## src/rtl/cpu_sequencer.sv

```systemverilog
// cpu_sequencer: multi-cycle fetch/execute controller for an RV32C core.
// Owns the PC, fetches one halfword per instruction over a valid/ready
// instruction-memory handshake, and executes the subset C.ADDI (incl. C.NOP),
// C.LI and C.J. Stops in HALT on an illegal encoding or a fetch timeout.
//
// Ports:
//   clock, reset            system clock, synchronous active-high reset
//   imem_req/imem_addr      fetch request (held until accepted) and address (=pc)
//   imem_ready/imem_data    memory accept strobe and instruction halfword
//   rf_select/rf_rdata      register index and combinational read data
//   rf_we/rf_wdata          register write strobe and write data
//   pc                      current program counter
//   halted/halt_cause       stop flag; cause 0 none, 1 illegal, 2 fetch timeout
//   retired                 legal-instruction count (optional, see below)
//
// Optional feature: define CPU_SEQUENCER_RETIRE_COUNT_EN to add the 32-bit
// `retired` output counting every legal instruction executed since reset.
module cpu_sequencer #(
  parameter logic [31:0] RESET_PC   = 32'd0,
  parameter int unsigned WAIT_LIMIT = 15      // 1..255
) (
  input  logic        clock,
  input  logic        reset,
  output logic        imem_req,
  output logic [31:0] imem_addr,
  input  logic        imem_ready,
  input  logic [15:0] imem_data,
  output logic [4:0]  rf_select,
  input  logic [31:0] rf_rdata,
  output logic        rf_we,
  output logic [31:0] rf_wdata,
  output logic [31:0] pc,
  output logic        halted,
  output logic [1:0]  halt_cause
`ifdef CPU_SEQUENCER_RETIRE_COUNT_EN
  ,
  output logic [31:0] retired
`endif
);

  typedef enum logic [1:0] {S_FETCH, S_EXEC, S_HALT} state_t;

  localparam logic [7:0] WAIT_LIM = WAIT_LIMIT[7:0];

  state_t      state_q, state_d;
  logic [31:0] pc_q, pc_d;
  logic [15:0] ir_q, ir_d;
  logic [7:0]  wait_q, wait_d;
  logic        halted_q, halted_d;
  logic [1:0]  cause_q, cause_d;

  // Decode of the latched instruction.
  logic        is_addi, is_li, is_j, legal;
  logic [4:0]  rd;
  logic [31:0] imm6, joff;
  logic [7:0]  wait_inc;

  assign rd      = ir_q[11:7];
  assign is_addi = (ir_q[15:13] == 3'b000) && (ir_q[1:0] == 2'b01);
  assign is_li   = (ir_q[15:13] == 3'b010) && (ir_q[1:0] == 2'b01);
  assign is_j    = (ir_q[15:13] == 3'b101) && (ir_q[1:0] == 2'b01);
  assign legal   = is_addi || is_li || is_j;
  assign imm6    = {{26{ir_q[12]}}, ir_q[12], ir_q[6:2]};
  // C.J scatters offset bits: ir[12:2] = off[11|4|9:8|10|6|7|3:1|5].
  assign joff    = {{20{ir_q[12]}}, ir_q[12], ir_q[8], ir_q[10:9], ir_q[6],
                    ir_q[7], ir_q[2], ir_q[11], ir_q[5:3], 1'b0};
  assign wait_inc = wait_q + 8'd1;

  always_ff @(posedge clock) begin
    if (reset) begin
      state_q  <= S_FETCH;
      pc_q     <= RESET_PC;
      ir_q     <= 16'd0;
      wait_q   <= 8'd0;
      halted_q <= 1'b0;
      cause_q  <= 2'd0;
    end else begin
      state_q  <= state_d;
      pc_q     <= pc_d;
      ir_q     <= ir_d;
      wait_q   <= wait_d;
      halted_q <= halted_d;
      cause_q  <= cause_d;
    end
  end

  always_comb begin
    state_d   = state_q;
    pc_d      = pc_q;
    ir_d      = ir_q;
    wait_d    = wait_q;
    halted_d  = halted_q;
    cause_d   = cause_q;
    imem_req  = 1'b0;
    rf_select = 5'd0;
    rf_we     = 1'b0;
    rf_wdata  = 32'd0;
    case (state_q)
      S_FETCH: begin
        imem_req = 1'b1;
        if (imem_ready) begin
          ir_d    = imem_data;
          wait_d  = 8'd0;
          state_d = S_EXEC;
        end else begin
          wait_d = wait_inc;
          // wait_inc counts this cycle, so the limit-th stall halts now.
          if (wait_inc == WAIT_LIM) begin
            state_d  = S_HALT;
            halted_d = 1'b1;
            cause_d  = 2'd2;
          end
        end
      end
      S_EXEC: begin
        rf_select = rd;
        if (is_addi || is_li) begin
          rf_wdata = is_addi ? (rf_rdata + imm6) : imm6;
          rf_we    = (rd != 5'd0);
          pc_d     = pc_q + 32'd2;
          state_d  = S_FETCH;
        end else if (is_j) begin
          pc_d    = pc_q + joff;
          state_d = S_FETCH;
        end else begin
          state_d  = S_HALT;
          halted_d = 1'b1;
          cause_d  = 2'd1;
        end
      end
      S_HALT: ;
      default: state_d = S_FETCH;
    endcase
    // Reset must not let a pending fetch or exec leak onto the buses.
    if (reset) begin
      imem_req  = 1'b0;
      rf_select = 5'd0;
      rf_we     = 1'b0;
      rf_wdata  = 32'd0;
    end
  end

  assign imem_addr  = pc_q;
  assign pc         = pc_q;
  assign halted     = halted_q;
  assign halt_cause = cause_q;

`ifdef CPU_SEQUENCER_RETIRE_COUNT_EN
  logic [31:0] retired_q;
  always_ff @(posedge clock) begin
    if (reset)                           retired_q <= 32'd0;
    else if (state_q == S_EXEC && legal) retired_q <= retired_q + 32'd1;
  end
  assign retired = retired_q;
`endif

endmodule

```

## config.mk

```make
export PLATFORM = sky130hd
export DESIGN_NAME = cpu_sequencer
export DESIGN_NICKNAME = d
export VERILOG_FILES = /design/src/rtl/cpu_sequencer.sv
export SDC_FILE = /design/constraint.sdc
export NUM_CORES = 1
export LEC_CHECK = 0
export ABC_AREA = 1
export CORE_ASPECT_RATIO = 1.4
export CORE_MARGIN = 2
export CORE_UTILIZATION = 57
export CTS_BUF_LIST = sky130_fd_sc_hd__clkbuf_8
export CTS_CLUSTER_DIAMETER = 150
export DETAILED_ROUTE_END_ITERATION = 10
export PLACE_DENSITY = 0.89
export SYNTH_ARGS = -nofsm -noshare
export SYNTH_HDL_FRONTEND = slang
export SYNTH_SLANG_ARGS = --single-unit
```

## constraint.sdc

```tcl
create_clock -name clock -period 7.4 [get_ports clock]
set_input_delay 1.11 -clock clock [delete_from_list [all_inputs] [get_ports clock]]
set_output_delay 1.11 -clock clock [all_outputs]
set_load 0.01 [all_outputs]
```

==> impl_metrics.ini, run 1 <==
[outcome]
status = complete, no violations

[clock_tree]
cts_buffers = 9
cts.repair.resized = 0
cts.sink_count = 60
hold_buffers = 0
clk_latency_ns = 0.35
cts_buffer_depth = 2
clk_pin_slew_ns = 0.07
h-tree-depth = 3
cts_tree = done
post_cts_buffers = 0
clockRootBuffer = clkbuf_8

[routing]
routedWlPerCell_um = 15.2
drtAntennaViolNets = 0
vias = 8138
drtPass1Iterations = 6
viasPerCell = 5.66
drtIter0Drc = 582
drt_wl_total_um = 21800
drcViolationCount = 0

[timing]
timing.fmax_mhz = 196
fin_tns_setup_ns = 0
clock_skew_ns = 0.00946
rsz0062_at_grt = false
min_period_ns = 5.10
final_max_slew_viol_count = 0
slew_headroom_pct = 35.8
final.period_utilization_pct = 68.9
hold_violations = 0
worstMarginPinSlew_ns = 0.957
setup_violations = 0

[critical_path]
setup.worst_path.start = rf_rdata[0]
cp_max_fo = 5
crit_arrival_ns = 3.99
rrSetupSlack_ns = 4.15
startpoint_type = input port
cp-end-kind = output port
r2r-start = ir_q[0]
r2r_cells = 17
worst-setup-path-type = input port to output port
required_ns = 6.29
r2r-end = imem_addr[18]

[finish]
drive_gt1_share_pct = 3.41
final_nets = 1381
area_growth_pct = 22.6
fin_cells = 1437
antenna_cells = 0

[grt]
grt_pass1_vias = 7401
grt_max_degree = 48
antenna_found_initial = 0
grt_pass1_wl_um = 34700
overflow = 0
grt_usage_pct = 32.2

[logic_synthesis]
yosys-top-cells-area = dfxtp_1 (17%), nand2_1 (16%), inv_1 (9.6%), ha_1 (7.8%), nand3_1 (7.2%)
syn_area_per_cell_um2 = 5.87
synth.top_cell.area_share_pct = 17.3
synthArstFlopShare_pct = 0
ys_types = 39
synthFlopType = dfxtp_1
netlist_instances = 1180
ys_ff_latch = 60
yosysSeqAreaShare_pct = 17.3
yosysTopAreaCell = dfxtp_1
synthTopCellsByCount = nand2_1 (290), inv_1 (177), nor2_1 (113)
synth_edf_count = 0
synth.most_common_cell = nand2_1
netlist_area_um2 = 6930
yosysWarnings = 0

[floorplanning]
chipHeight_um = 134
pin_count = 157
rows = 47
core-area_um2 = 11800
die_area_um2 = 13100
start_util_pct = 58.6
die_width_um = 97.2

[place]
port_buffers = 154
dp.cells = 1421
hpwl_um = 16900
gp_congestion = 1.03

[power_and_ir_drop]
finalPower_w = 0.00114
total_leakage_power_nw = 4.21
ir_worst_vdd_mv = 0.103
power.density_nw_per_um2 = 134

[worst_hold_path]
min_path_type = register to register
hold_end = halted
worstHoldStart = halted
hold_depth = 2

[flow_run]
cap_violations = 0
## flip-flops by register name (all words and copies together), names as in the netlist
| register | cells |
|---|---|
| imem_addr | 31 |
| halted | 1 |
| wait_q | 8 |
| state_q | 2 |
| ir_q | 16 |
| halt_cause | 2 |
## metrics by stage
step / worst slack, ns / instance area [um^2] / hold WS (ns) / utilization (%)
finish: 2.30 / 8490 / 0.471 / 71.8
global route: 2.15 / 8490 / 0.485 / 71.8
CTS: 2.37 / 8490 / 0.470 / 71.8
detailed placement: 2.37 / 8270 / 0.458 / 70.0
global placement: 2.47 / 8270 / 0.443 / 70.0
floorplan: 3.60 / 6930 / 0.454 / -
## worst max-delay path, cell delays in order
cell and delay [ns]:
clkdlybuf4s50_1 0.40, ha_1 0.23, fa_1 0.44, nand2_1 0.12, nand2_1 0.06, o21ai_0 0.15, inv_1 0.10, nand3_1 0.08
nand2_1 0.17, nand2_1 0.13, nand2_1 0.09, nand3_1 0.09, nand3_1 0.07, nand3_1 0.10, nand2_1 0.07, inv_1 0.05
clkdlybuf4s50_1 0.52
## cell usage in the layout, fill, tap and decap left out, types with 3 or more instances in the layout
master	count
nand3_1	99
or2_2	5
buf_4	4
a21boi_0	4
nand3b_1	8
ha_1	43
xor2_1	16
nand4_1	8
nor2_4	3
nor2_2	5
dfxtp_1	59
o21a_1	4
nand2_2	5
a31oi_1	6
clkbuf_8	10
nor2_1	113
clkdlybuf4s50_1	154
a41oi_1	17
o211ai_1	9
xnor2_1	15
a21oi_1	94
o21bai_1	14
nand2_1	290
a21o_1	11
nand2_4	4
nor4_1	4
nor3_1	10
o21ai_0	80
inv_1	179
## cells by family after synthesis
family          Yosys count  synth area share (%)
compound gates          245                  20.5
buf+inv                 244                  15.7
fa+ha+maj                45                  8.35
flops                    60                  17.3
xor+xnor                 31                  3.92
simple gates            554                  34.2
other cells               1                0.0541
## cell type report
cell class,instances,area (um^2)
timing repair buffer,158,1570
clock inverter,6,80.1
clock buffer,10,138
inverter,179,672
sequential,60,1200
fill,1066,3330
tap,147,184
multi-input combinational,877,4640
## how the worst max path moves through the flow
stage                        end  slack [ns]  cells past startpoint
finish              rf_wdata[24]        2.30                     17
global route        rf_wdata[24]        2.15                     17
CTS                 rf_wdata[24]        2.37                     17
detailed placement  rf_wdata[24]        2.37                     17
global placement    rf_wdata[24]        2.47                     17
floorplan           rf_wdata[24]        3.60                     15
## layer usage
metal / GRT usage, % / part of all wire (%) / vias to the layer above
met4: 16.1 / 5.0 / 0
li1: - / - / 4025
met1: 34.7 / 38 / 3653
met3: 3.80 / 6.1 / 81
met5: 0 / 0 / -
met2: 61.3 / 51 / 379
## where the power goes
part           switching [W]  total [W]  internal (W)  leakage [nW]
Combinational       0.000280   0.000447      0.000167          3.61
Clock               0.000136   0.000332      0.000196         0.115
Sequential         0.0000194   0.000359      0.000340         0.489
Total               0.000435    0.00114      0.000702          4.21
(Power assumes the default switching activity.)
==> run 2, diff against run 1 <==
Settings changed: CORE_UTILIZATION 57 to 53, PLACE_DENSITY 0.89 to 0.84.
Clock period 7.4 ns to 4.8 ns, I/O delays scaled along.
==> run 2 against run 1 <==
Compared with the run above: first-iteration DRC count fell by 28%; utilization fell by 5.7 points; clock power rose by 31%; setup slack got worse by 1.7 ns; clock skew barely moved.
==> impl_metrics.ini, run 2 (synthesis gave the netlist of run 1 again) <==
[floorplanning]
die_area_um2 = 14000
rows = 49
die_width_um = 101
start_util_pct = 54.1
pin_count = 157
chipHeight_um = 139
core-area_um2 = 12800

[power_and_ir_drop]
ir_worst_vdd_mv = 0.187
power.density_nw_per_um2 = 197
pwr-share-comb_pct = 40.9
total_leakage_power_nw = 4.20
p_sw_share_pct = 39.7
p_sw_w = 0.000665
p_seq_share_pct = 33.0
clockPowerShare_pct = 26.1
p_int_w = 0.00101

[routing]
vias = 7984
drtPass1Iterations = 7
drtIter0Drc = 419
drcViolationCount = 0
viasPerCell = 5.53
drtAntennaViolNets = 0
routedWlPerCell_um = 14.7
drt_wl_total_um = 21200

[clock_tree]
clk_pin_slew_ns = 0.06
clockRootBuffer = clkbuf_8
cts.repair.resized = 0
h-tree-depth = 3
hold_buffers = 0
post_cts_buffers = 0
cts_buffers = 9
clk_latency_ns = 0.35
cts_buffer_depth = 2
cts.sink_count = 60
cts_tree = done

[timing]
rsz0062_at_grt = false
whs_ns = 0.452
setup_violations = 0
slew_headroom_pct = 48.2
timing.fmax_mhz = 237
clock_skew_ns = 0.00966
final_max_slew_viol_count = 0
worstMarginPinSlew_ns = 0.775
fin_tns_setup_ns = 0
setup_ws_ns = 0.587
min_period_ns = 4.21
hold_violations = 0
final.period_utilization_pct = 87.8

[finish]
final_common_cell = nand2_1
fin_util_pct = 66.1
area_growth_pct = 22.4
seqCellArea_um2 = 1200
fillers = 1250
final_nets = 1382
largest_reg_flops = 31
final_cell_mix = nand2_1 (290), inv_1 (178), clkdlybuf4s50_1 (154)
antenna_cells = 0
fin_cells = 1444
multi_input_area_um2 = 4640
drive_gt1_share_pct = 3.56

[critical_path]
crit_arrival_ns = 3.49
cp-end-kind = output port
rrSetupSlack_ns = 1.56
r2r-start = ir_q[0]
r2r-end = imem_addr[24]
required_ns = 4.08
worst-setup-path-type = input port to output port
startpoint_type = input port
cp_max_fo = 5
r2r_cells = 19
setup.worst_path.start = rf_rdata[2]
setup.worst_path.end = rf_wdata[29]

[grt]
grt_max_degree = 48
overflow = 0
grt_usage_pct = 29.7
antenna_found_initial = 0
grt_pass1_vias = 7421
grt_pass1_wl_um = 34200

[place]
dp.cells = 1428
hpwl_um = 16500
place_ws_ns = 0.621
gp_congestion = 1.02
port_buffers = 154

[outcome]
status = complete, no violations

[flow_run]
cap_violations = 0

[worst_hold_path]
min_path_type = register to register
-- run 2: cell types whose count changed in the layout (fill, tap and decap cells not counted), sizes merged --
cell and change:
bufinv -2, clkbuf +2, buf +1, clkinvlp +1, inv -1
-- run 2: layer usage --
layer / track usage (%) / routed length [um] / part of all wire [%] / up-vias
met5: 0 / 0 / 0 / -
met4: 14.2 / 862 / 4.1 / 0
met3: 3.62 / 1150 / 5.4 / 73
met2: 55.5 / 11100 / 52 / 312
met1: 32.1 / 8060 / 38 / 3573
li1: - / - / - / 4026
-- run 2: worst min path at each step --
stage	start	end	slack (ns)	cells past startpoint
2_1_floorplan	wait_q[7]	wait_q[7]	0.45	2
3_3_place_gp	halted	halted	0.44	2
3_5_place_dp	halted	halted	0.44	2
4_1_cts	halted	halted	0.45	2
5_1_grt	halted	halted	0.48	2
6_report	halted	halted	0.45	2
-- run 2: power by group through the flow --
stage | logic (W) | clock network [W] | registers [W]
after floorplan | 0.000486 | 0 | 0.000560
after global placement | 0.000661 | 0 | 0.000563
after detailed placement | 0.000669 | 0 | 0.000564
after CTS | 0.000674 | 0.000444 | 0.000553
after global routing | 0.000761 | 0.000465 | 0.000556
final | 0.000684 | 0.000436 | 0.000553
-- run 2: stage by stage --
stage	total power, W	instance area (um^2)
2_1_floorplan	0.00105	6930
3_3_place_gp	0.00122	8290
3_5_place_dp	0.00123	8290
4_1_cts	0.00167	8480
5_1_grt	0.00178	8480
6_report	0.00167	8480
-- run 2: worst max-delay path, stage by stage --
cell             delay [ns]
clkdlybuf4s50_1        0.40
ha_1                   0.34
nand3_1                0.08
nand2_1                0.14
a21oi_1                0.11
o21ai_0                0.44
a21o_1                 0.25
nand2_1                0.10
nand3_1                0.08
nand2_1                0.05
o21ai_0                0.21
inv_1                  0.07
clkdlybuf4s50_1        0.48
-- run 2: cell type report --
cell class              count  share of cell area, %
flip-flops and latches     60                   14.2
multi-input cells         877                   54.8
clock buffers              12                   1.95
repair buffers            159                   18.6
well taps                 153                   2.26
inverters                 179                   7.93
clock inverters             4                  0.280
==> run 3, diff against run 2 <==
Settings changed: CORE_UTILIZATION 53 to 40, PLACE_DENSITY 0.84 to 0.66, REMOVE_ABC_BUFFERS from default to 1.
Clock period 4.8 ns to 3.9 ns, I/O delays scaled along.
==> run 3 against run 2 <==
Compared with the run above: register-to-register slack worse by 0.74 ns; worst hold slack better by 0.0078 ns; sequential power grew 22%; clock skew rose by 0.0053 ns; cell area up 3.4%; combinational power is 30% higher; first-iteration DRC count increased by 11%; flip-flop and latch count did not move; global-route usage fell by 6.8 points; setup slack got worse by 0.44 ns; via count shrank 2.5%; clock-buffer cell count shrank 3.
==> impl_metrics.ini, run 3 (synthesis gave the netlist of run 1 again) <==
[outcome]
status = complete, no violations

[power_and_ir_drop]
total_leakage_power_nw = 4.42
pwr-share-comb_pct = 42.8
ir_worst_vdd_mv = 0.191
p_int_w = 0.00123
clockPowerShare_pct = 24.9
p_seq_share_pct = 32.3
p_sw_w = 0.000854
p_sw_share_pct = 41.0
power.density_nw_per_um2 = 238

[finish]
final_cell_mix = nand2_1 (288), inv_1 (178), clkdlybuf4s50_1 (147)
multi_input_area_um2 = 4680
antenna_cells = 0
seqCellArea_um2 = 1200
largest_reg_flops = 31
drive_gt1_share_pct = 5.58
fillers = 1779
area_growth_pct = 26.6
final_common_cell = nand2_1
final_nets = 1400

[grt]
grt_busiest_layer = met2
overflow = 0
antenna_found_initial = 0
grt_pass1_vias = 7268
grtUsageMet3_pct = 2.16
gr-usage-met2_pct = 44.0
grt_max_degree = 48
grt_pass1_wl_um = 34300
grt_util_met1_pct = 25.5
grt_usage_pct = 22.9

[routing]
viasPerCell = 5.05
drtIter0Drc = 466
routedWlPerCell_um = 13.9
drtAntennaViolNets = 0
vias = 7784
drcViolationCount = 0
drtPass1Iterations = 6
drt_wl_total_um = 21400

[timing]
timing.fmax_mhz = 266
setup_violations = 0
fin_tns_setup_ns = 0
rsz0062_at_grt = false
slew_headroom_pct = 49.8
min_period_ns = 3.76
final_max_slew_viol_count = 0
clock_skew_ns = 0.0150
final.period_utilization_pct = 96.3
worstMarginPinSlew_ns = 0.752
hold_violations = 0
setup_ws_ns = 0.144

[clock_tree]
h-tree-depth = 3
cts.sink_count = 60
cts_buffer_depth = 2
clk_latency_ns = 0.36
clockRootBuffer = clkbuf_8
cts_buffers = 9
clk_pin_slew_ns = 0.06
cts_tree = done

[critical_path]
rrSetupSlack_ns = 0.82
required_ns = 3.31
worst-setup-path-type = input port to output port
r2r-start = ir_q[0]
setup.worst_path.start = rf_rdata[0]
max_stage_delay_ns = 0.55
critPathBufInv = 4
startpoint_type = input port
crit_arrival_ns = 3.17
cp_cell_sequence = clkdlybuf4s50_1 -> ha_1 -> fa_1 -> buf_4 -> nand3_1 -> nand3_2 -> a21o_1 -> buf_4 -> xnor2_1 -> a21oi_1 -> clkdlybuf4s50_1
r2r-end = imem_addr[24]
critical-path-slowest-cell = clkdlybuf4s50_1
setup.worst_path.end = rf_wdata[14]
cp-end-kind = output port
crit_family = buffers and inverters
r2r_cells = 19
cp_max_fo = 4
crit_cells = 11

[floorplanning]
start_util_pct = 41.0
die_width_um = 115
die_area_um2 = 18400
rows = 56
chipHeight_um = 160
core-area_um2 = 16900
pin_count = 157

[flow_run]
cap_violations = 0

[place]
hpwl_um = 17100
place_ws_ns = -0.0178
port_buffers = 154
gp_congestion = 0.946

[worst_hold_path]
min_path_type = register to register
## run 3: changes by cell type in the layout (fill, tap and decap cells not counted), moves of 3 or more
cell,before,now
buf_4,5,22
clkdlybuf4s50_1,154,147
dlymetal6s2s_1,0,7
clkbuf_8,12,9
clkinv_4,0,3
o21ai_0,80,77
## run 3: worst reg2reg max path, cell delays in order, from the launching register on
cell,delay [ns]
dfxtp_1,0.30
inv_1,0.10
nor2_4,0.06
nand2_4,0.31
clkinv_1,0.34
nor2_1,0.22
ha_1,0.30
a21oi_1,0.16
a21boi_0,0.18
nand3_1,0.20
nand2_1,0.10
nand2_1,0.15
nand2_1,0.10
nand2_1,0.09
nand2_1,0.11
nand2_1,0.06
nand2_1,0.06
nand3_1,0.07
nand2_1,0.07
inv_1,0.03
## run 3: area by class of cell
cell class | instances | area share, %
Clock buffer | 9 | 1.41
Tap cell | 232 | 3.31
Inverter | 179 | 7.66
Sequential cell | 60 | 13.7
Timing Repair Buffer | 177 | 19.9
Clock inverter | 7 | 0.614
Multi-Input combinational cell | 877 | 53.4
## run 3: metal layers
metal  up-vias  share of wire (%)  routed length (um)
li1       4061                  -                   -
met1      3486                 41                8760
met2       200                 53               11300
met3        37                3.5                 739
met4         0                2.6                 565
met5         -                  0                   0
## run 3: worst min path at each step
| stage | depth (start not counted) | to | slack (ns) | start |
|---|---|---|---|---|
| 3_3_place_gp | 2 | halted | 0.44 | halted |
| 6_report | 2 | halted | 0.46 | halted |
| 4_1_cts | 2 | halted | 0.47 | halted |
| 2_1_floorplan | 2 | wait_q[7] | 0.45 | wait_q[7] |
| 5_1_grt | 2 | halted | 0.49 | halted |
| 3_5_place_dp | 2 | halted | 0.45 | halted |
## run 3: per-stage QoR
step / hold slack, ns / total power, W / std cells / util, % / instance area [um^2]
finish: 0.460 / 0.00208 / 1541 / 51.9 / 8770
floorplan: 0.448 / 0.00125 / 1116 / - / 6520
global route: 0.488 / 0.00223 / 1541 / 51.9 / 8770
global placement: 0.443 / 0.00156 / 1524 / 50.5 / 8530
detailed placement: 0.445 / 0.00156 / 1524 / 50.5 / 8530
CTS: 0.465 / 0.00208 / 1540 / 51.5 / 8700
## run 3: power groups by stage
stage	sequential [W]	combinational, W	clock, W
4_1_cts	0.000672	0.000878	0.000533
2_1_floorplan	0.000700	0.000547	0
5_1_grt	0.000677	0.000992	0.000563
3_5_place_dp	0.000686	0.000873	0
6_report	0.000672	0.000891	0.000519
3_3_place_gp	0.000685	0.000874	0
## run 3: repair_timing
action / CTS / global route
setup buffers: 0 / 1
hold buffers: 0 / 0
pin swaps: 0 / 1
resized for setup: 1 / 18
endpoints found under the setup margin: 1 / 14
